### config.mk
export PLATFORM = sky130hd
export DESIGN_NAME = uart_tx_fifo
export DESIGN_NICKNAME = d
export VERILOG_FILES = /design/src/rtl/uart_pkg.sv /design/src/rtl/uart_fifo_ram.sv /design/src/rtl/uart_tx_fifo.sv
export SDC_FILE = /design/constraint.sdc
export NUM_CORES = 1
export LEC_CHECK = 0
export BUFFER_PORTS_ARGS = -buffer_cell sky130_fd_sc_hd__clkbuf_2
export CORE_MARGIN = 1.5
export CORE_UTILIZATION = 30
export DETAILED_ROUTE_END_ITERATION = 7
export PLACE_DENSITY_LB_ADDON = 0.1
export REMOVE_ABC_BUFFERS = 1
export SLEW_MARGIN = 20
export SYNTH_ARGS = -nofsm -noshare
export SYNTH_HDL_FRONTEND = slang
export SYNTH_SLANG_ARGS = --single-unit
### constraint.sdc
create_clock -name clk -period 3.6 [get_ports clk]
set_input_delay 0.36 -clock clk [delete_from_list [all_inputs] [get_ports clk]]
set_output_delay 0.36 -clock clk [all_outputs]
set_load 0.01 [all_outputs]
### src/rtl/uart_pkg.sv
// rtl/uart_pkg.sv - shared constants for the UART transmit path
// Contents:
//   DATA_W        - width of one UART character (bits)
//   DEFAULT_DEPTH - default number of entries in the transmit FIFO
package uart_pkg;

  localparam int DATA_W        = 8;
  localparam int DEFAULT_DEPTH = 16;

endpackage

### src/rtl/uart_fifo_ram.sv
// rtl/uart_fifo_ram.sv - DEPTH x DATA_W storage, synchronous write, asynchronous read
// Ports:
//   clk    - write clock
//   we     - write enable
//   waddr  - write index
//   wdata  - write byte
//   raddr  - read index
//   rdata  - byte at raddr (combinational)
// Storage is deliberately not reset; the pointers in the parent decide validity.
module uart_fifo_ram
  import uart_pkg::*;
#(
  parameter int DEPTH = DEFAULT_DEPTH,
  parameter int AW    = $clog2(DEPTH)
) (
  input  logic              clk,
  input  logic              we,
  input  logic [AW-1:0]     waddr,
  input  logic [DATA_W-1:0] wdata,
  input  logic [AW-1:0]     raddr,
  output logic [DATA_W-1:0] rdata
);

  logic [DATA_W-1:0] mem [DEPTH];

  always_ff @(posedge clk) begin
    if (we) begin
      mem[waddr] <= wdata;
    end
  end

  assign rdata = mem[raddr];

endmodule

### src/rtl/uart_tx_fifo.sv
// rtl/uart_tx_fifo.sv - first-word-fall-through transmit FIFO with level, threshold and overflow flags
// Ports:
//   clk, rst_n    - clock, asynchronous active-low reset
//   enable        - UART global enable; low holds the FIFO flushed
//   flush         - one-cycle flush request
//   wr_en/wr_data - push request and byte
//   data_ready    - transmitter accepts the head byte this cycle
//   data_valid    - head byte present (FIFO not empty)
//   data_out      - head byte
//   level         - occupancy 0..DEPTH
//   full, empty   - occupancy flags
//   tx_thresh     - low-watermark threshold
//   thresh_hit    - level <= tx_thresh
//   overflow      - sticky: a push was dropped while full
//   clr_overflow  - clears overflow (a simultaneous drop keeps it set)
module uart_tx_fifo
  import uart_pkg::*;
#(
  parameter int DEPTH = DEFAULT_DEPTH,
  parameter int AW    = $clog2(DEPTH)
) (
  input  logic              clk,
  input  logic              rst_n,
  input  logic              enable,
  input  logic              flush,
  input  logic              wr_en,
  input  logic [DATA_W-1:0] wr_data,
  input  logic              data_ready,
  output logic              data_valid,
  output logic [DATA_W-1:0] data_out,
  output logic [AW:0]       level,
  output logic              full,
  output logic              empty,
  input  logic [AW:0]       tx_thresh,
  output logic              thresh_hit,
  output logic              overflow,
  input  logic              clr_overflow
);

  // Pointers carry one extra wrap bit so full and empty are distinguishable
  // when the indices coincide.
  logic [AW:0] wr_ptr;
  logic [AW:0] rd_ptr;
  logic        pop;
  logic        push;
  logic        drop;
  logic        clear_all;

  assign empty      = (wr_ptr == rd_ptr);
  assign full       = (wr_ptr[AW] != rd_ptr[AW]) && (wr_ptr[AW-1:0] == rd_ptr[AW-1:0]);
  assign level      = wr_ptr - rd_ptr;
  assign data_valid = !empty;
  assign thresh_hit = (level <= tx_thresh);

  assign pop       = data_valid && data_ready;
  // A pop in the same cycle frees the slot, so a full FIFO still accepts.
  assign push      = wr_en && (!full || pop);
  assign drop      = wr_en && full && !pop;
  assign clear_all = flush || !enable;

  always_ff @(posedge clk or negedge rst_n) begin
    if (!rst_n) begin
      wr_ptr <= '0;
      rd_ptr <= '0;
    end else if (clear_all) begin
      wr_ptr <= '0;
      rd_ptr <= '0;
    end else begin
      if (push) begin
        wr_ptr <= wr_ptr + 1'b1;
      end
      if (pop) begin
        rd_ptr <= rd_ptr + 1'b1;
      end
    end
  end

  // Flushing does not touch the sticky flag; only reset and clr_overflow do.
  always_ff @(posedge clk or negedge rst_n) begin
    if (!rst_n) begin
      overflow <= 1'b0;
    end else if (drop) begin
      overflow <= 1'b1;
    end else if (clr_overflow) begin
      overflow <= 1'b0;
    end
  end

  uart_fifo_ram #(
    .DEPTH (DEPTH),
    .AW    (AW)
  ) u_ram (
    .clk   (clk),
    .we    (push && !clear_all),
    .waddr (wr_ptr[AW-1:0]),
    .wdata (wr_data),
    .raddr (rd_ptr[AW-1:0]),
    .rdata (data_out)
  );

endmodule

# Yosys cells after proc, flatten, opt, wreduce, memory -nomap -nowiden
# Memory sizes are Yosys's and may differ from the RTL's.
# Cells that the tools add are included.
# totals
ramBits,128
out_inout_bits,18
wordCells,35
mem_count,1
register_bits,11
# classes
addsub,3
n_eq_ne,3
n_reduce_logical,16
order_cmp,1
muxes,8
# memory_table
name,words,width,rd,rd_ports_with_merged_regs,write_ports,line_no,text
u_ram.mem,16,8,1,0,1,uart_fifo_ram.sv:24,logic [DATA_W-1:0] mem [DEPTH];
# ops
op,n
2-to-1 mux 5 bit,4
"adder 5 x 1 -> 5 bit, second input constant",2
logical AND 1 bit,6
nonzero test 2 bit,3
== test 5 bit,1
<= comparator 5 bit,1
logical NOT 1 bit,5
subtractor 5 bit,1
== test 4 bit,1
2-to-1 mux 1 bit,4
logical OR 1 bit,2
!= test 1 bit,1

# Longest topological paths before layout
# depth
ltp_word,8
depth_mapped,12
depth_no_buf,10

# By module
# From an unflattened synthesis, not the netlist that was laid out.
# unflattened
hier_cells,314
hier_area_um2,5850.6
# modules_own_cells
mod,area_per_inst_um2,cells_each,seq_area_each_um2,n_inst
uart_fifo_ram,4987.3,221,3843.7,1
uart_tx_fifo,863.3,93,275.3,1

# Worst setup path after synthesis
# No wires, ideal clock.
# synth_path
path_type,reg-to-output
start,register rd_ptr[1]
end,output port thresh_hit
stages_incl_launch_ff,12
t_arrival_ns,2.708
required_time_ns,3.240
n_path_buf,3
setup_slack_ns,0.532
path_cell_list,dfrtp_1 -> buf_2 -> buf_2 -> buf_2 -> inv_1 -> fa_1 -> xor2_1 -> ha_1 -> o21a_1 -> o21a_1 -> o21a_1 -> o22ai_1
# synth_via
elab_chain_len,2
# synth_rtl
element,line_no,text
from (decl),uart_tx_fifo.sv:43,logic [AW:0] rd_ptr;
from (signal assigned),uart_tx_fifo.sv:73,rd_ptr <= rd_ptr + 1'b1;
subtractor 5 bit,uart_tx_fifo.sv:51,assign level = wr_ptr - rd_ptr;
net level[2],uart_tx_fifo.sv:31,"output logic [AW:0] level,"
<= comparator 5 bit,uart_tx_fifo.sv:53,assign thresh_hit = (level <= tx_thresh);
to (decl),uart_tx_fifo.sv:35,"output logic thresh_hit,"
# The timed path passes the listed nets, and every way through them passes these cells.

# Worst setup path in the final report
# layout_path
start,register wr_ptr[0]
end,output port thresh_hit
# layout_via
elab_chain_len,2
# layout_rtl
element,line_no,text
from (decl),uart_tx_fifo.sv:42,logic [AW:0] wr_ptr;
from (signal assigned),uart_tx_fifo.sv:70,wr_ptr <= wr_ptr + 1'b1;
subtractor 5 bit,uart_tx_fifo.sv:51,
<= comparator 5 bit,uart_tx_fifo.sv:53,
# No other way between the ends.

==> reports/results.env <==
KIND_OF_CAPTURE_POINT_OF_THE_WORST_SETUP_PATH='output pin'
ACHIEVABLE-FREQUENCY_GHz=0.311
TIMING.SLEW.HEADROOM_PCT=55.8
CRIT_PATH_MAX_FANOUT=4
MAPPEDNETLISTAREA_SQ_UM=5970
POSTROUTEANTENNANETS=0
FINALNETCOUNT=435
CRIT_PATH_MAX_INCR_DELAY_PS=470
POWERDENSITY_nW_PER_UM2=524
ROUTED_VIA_DENSITY=4.69
NUM_VIAS=3177
FILLCELLCOUNT=1817
CRITPATHBUFINV=3
PATH_CLASS='reg -> out'
TRITONCTS_CLOCK_TREE='yes'
FINAL_MAX_SLEW_VIOL_COUNT=0
YOSYSUNIQUECELLTYPES=37
NUMCTSBUFFERS=17
SETUP_TNS_FINAL_PS=0
LEAKAGE_uW=0.00237
FINALWEIGHTEDCONGESTION=0.771
FIN_WS_PS=386
SLOWEST_STAGE='fa_1'
TIMING_HOLD_VIOLATIONS_FINAL=0
WORST_HOLD_PATH.ENDPOINT='overflow'
FINAL_MIN_PERIOD_OVER_CLOCK_PERIOD_PCT=89.3
MIN-DELAY-PATH-CLASS='in -> reg'
GR-USAGE-ALL-LAYERS_PCT=14.5
WORST_HOLD_STARTPOINT='clr_overflow'
TIMING.FINAL.CRIT_PERIOD_PS=3210
TIMING.CRITICAL_PATH.ARRIVAL_PS=2850
WORSTSKEWPAIRLATENCY_PS=420
POST_ROUTE_CELLS_DRIVE_ABOVE_1_SHARE_PCT=25.9
MAXIMUM_NUMBER_OF_PINS_ON_ONE_NET_BEFORE_GLOBAL_ROUTE_REPAIR=43
SETUP_SLACK_OF_THE_WORST_REGISTER_TO_REGISTER_PATH_PS=790
POST-ROUTE-DRC-COUNT=0
CRITICAL_PATH.REG2REG.STARTPOINT='rd_ptr[3]'
CLOCKBUFFERDEPTH=2
WIRE_LENGTH_OF_THE_FIRST_GLOBAL_ROUTING_PASS_UM=20800
DRT_ITER0_MARKERS=225
CRIT_PATH_LAUNCH_TYPE='register'
ANTENNA_FOUND_INITIAL=0
SYNTH-ASYNC-RESET-RATIO_PCT=7.91
ROWS=51
SYNTH-SEQ-AREA-SHARE_PCT=69.0
CTSHTREEMAXLEVEL=4
CRITPATHTOPFAMILY='adder cells'
IOPINCOUNT=38
PATH_CELLS='inv_1 > ha_1 > inv_1 > fa_1 > ha_1 > nor2b_1 > o21a_1 > o21a_1 > o21a_1 > o22ai_1 > clkbuf_2'
CP.REQUIRED_PS=3240
LAYOUT-AREA-OVERHEAD-VS-SYNTH_PCT=18.5
GLOBALROUTEOVERFLOWTOTAL=0
GRT_PASS1_VIAS=3235
CORE_SQ_UM=19500
DETAILEDPLACE.WORSTSLACK_PS=779
WIRELENGTH_UM=13700
CRITICAL-PATH-TOP-CELL-BY-COUNT='o21a_1'
POWER_uW=3710
UNREPAIRED_SETUP_ENDPOINTS_AFTER_GLOBAL_ROUTING='false'
OUTCOME='finished, final reports clean'
CTS.REPORTEDPATHS.CLKPINSLEW_PS=60
SYNTH-MAIN-FF-CELL='edfxtp_1'
FP.DIEAREA_SQ_UM=20800
SYN_INST=352
DIE_Y_UM=144
ROUTEDWLPERCELL_UM=20.2
FINAL.SETUP_SKEW_PS=6.87
START_UTIL_PCT=30.7
R2R.WORST_PATH.CELLS=7
PORTBUFFERS=37
ANTENNA-DIODE-COUNT=0
TIGHTEST_SLEW_PS=663
TIMING.FINAL.SETUP_VIOLATIONS=0
REG2REG_TO='u_ram.mem[8][7]'
POWER.IR.VDD_WORST_mV=0.374
DRV.MAX_CAP_VIOLATION_COUNT=0
WORSTHOLDPATHCELLS=2
SYNTH_WARNINGS=0
SYNTH.FF_LATCH_COUNT=139
DIE_W_UM=144
FINALCOREUTILIZATION_PCT=36.4
CTS.REPAIR_TIMING.SETUP_BUFFER_COUNT=0
CLOCKROOTBUFFER='clkbuf_16'
NUMBER_OF_ENABLE_FLIP_FLOP_CELLS_AFTER_SYNTHESIS=128
AVG_INST_SIZE_SYNTH_SQ_UM=17.0
PLACE_HPWL_UM=8950
DRT_FIRST_PASS_ITERS=4
CLKSINKCOUNT=139
[area by class of cell]
| type | instances | area, sq um | area share (%) |
|---|---|---|---|
| clock buffer | 18 | 429 | 6.06 |
| clock inverter | 14 | 195 | 2.76 |
| inverter | 13 | 48.8 | 0.690 |
| multi-input combinational | 187 | 1730 | 24.4 |
| sequential | 139 | 4120 | 58.2 |
| tap | 265 | 332 | 4.69 |
| timing repair buffer | 42 | 225 | 3.18 |
[flip-flops by register name (all words and copies together), names as in the netlist]
name       cells
u_ram.mem    128
wr_ptr         5
overflow       1
rd_ptr         5
[cell usage after synthesis (6+ instances only)]
| master | count | area [sq um] |
|---|---|---|
| a211o_1 | 8 | 70.1 |
| a21oi_1 | 13 | 65.1 |
| and2_1 | 16 | 100 |
| buf_2 | 6 | 30.0 |
| dfrtp_1 | 11 | 275 |
| edfxtp_1 | 128 | 3840 |
| ha_1 | 14 | 175 |
| inv_1 | 11 | 41.3 |
| mux2i_1 | 17 | 170 |
| mux4_2 | 24 | 541 |
| nand2_1 | 20 | 75.1 |
| nand3_1 | 18 | 90.1 |
| nor2_1 | 12 | 45.0 |
| nor2b_1 | 10 | 62.6 |
| xnor2_1 | 6 | 52.6 |
[per-layer routing]
layer  GRT usage [%]  wire [um]
met4            5.32        272
met1            20.4       6480
met2            21.6       6260
met5               0          0
met3            3.64        655
[worst reg2reg max path: cells and delay by family, from the launching register on]
| kind | cells | cell delay, ps |
|---|---|---|
| and+or+nand+nor | 4 | 1210 |
| DFF | 1 | 580 |
| adders and majority gates | 1 | 390 |
| buffers and inverters | 1 | 180 |
| AOI/OAI and AO/OA | 1 | 110 |
[power by group]
| group | switching, uW | internal (uW) | leakage (uW) |
|---|---|---|---|
| logic | 75.8 | 43.1 | 0.000767 |
| registers | 2.19 | 1770 | 0.00130 |
| clock network | 658 | 1160 | 0.000306 |
| total | 736 | 2970 | 0.00237 |
[worst max path at each step]
stage / start / to / slack [ps] / cells past startpoint
final: wr_ptr[0] / thresh_hit / 390 / 11
after global routing: wr_ptr[0] / thresh_hit / 170 / 11
after CTS: wr_ptr[0] / thresh_hit / 350 / 11
after detailed placement: rd_ptr[3] / u_ram.mem[8][6] / 780 / 7
after global placement: wr_ptr[0] / thresh_hit / 820 / 11
after floorplan: rd_ptr[0] / thresh_hit / -50 / 9
[cell families (layout without fill, tap and decap cells)]
logic type / count (synthesis) / after routing / share of synthesized area [%]
AND/OR/NAND/NOR: 88 / 88 / 7.88
multiplexers: 41 / 41 / 11.9
XOR/XNOR: 10 / 10 / 1.78
flip-flops: 139 / 139 / 69.0
AO/OA/AOI/OAI: 33 / 33 / 4.06
adder cells (fa/ha/maj): 15 / 15 / 3.27
buffers and inverters: 26 / 87 / 2.14
[placed cells by master, fill, tap and decap left out, drive strengths merged, types with 2 or more instances in the layout]
cell | synthesis | layout
nor2b | 10 | 10
edfxtp | 128 | 128
a21o | 2 | 2
xnor2 | 7 | 7
o21ai | 3 | 3
nor2 | 12 | 12
ha | 14 | 14
nand3 | 18 | 18
nand2 | 20 | 20
a21oi | 13 | 13
mux4 | 24 | 24
o21a | 3 | 3
nand4 | 3 | 3
inv | 13 | 14
bufinv | 0 | 4
nor3b | 2 | 2
and2 | 16 | 16
xor2 | 3 | 3
dfrtp | 11 | 11
clkbuf | 2 | 55
buf | 11 | 4
or3 | 2 | 2
mux2i | 17 | 17
a211o | 8 | 8
clkinv | 0 | 9
[timing repair]
action | CTS | global route
endpoints found under the setup margin | 0 | 0
resized for setup | 0 | 0
hold buffers | 1 | 0
endpoints found under the hold margin | 11 | 0
[per-stage QoR]
| step | hold slack, ps | std cells | area (sq um) |
|---|---|---|---|
| final | 129 | 678 | 7080 |
| after global routing | 139 | 678 | 7080 |
| after CTS | 118 | 678 | 7080 |
| after detailed placement | 264 | 645 | 6440 |
| after global placement | 268 | 645 | 6440 |
| after floorplan | 64.4 | 339 | 5890 |
No activity file was read; power rests on OpenSTA's default activity.
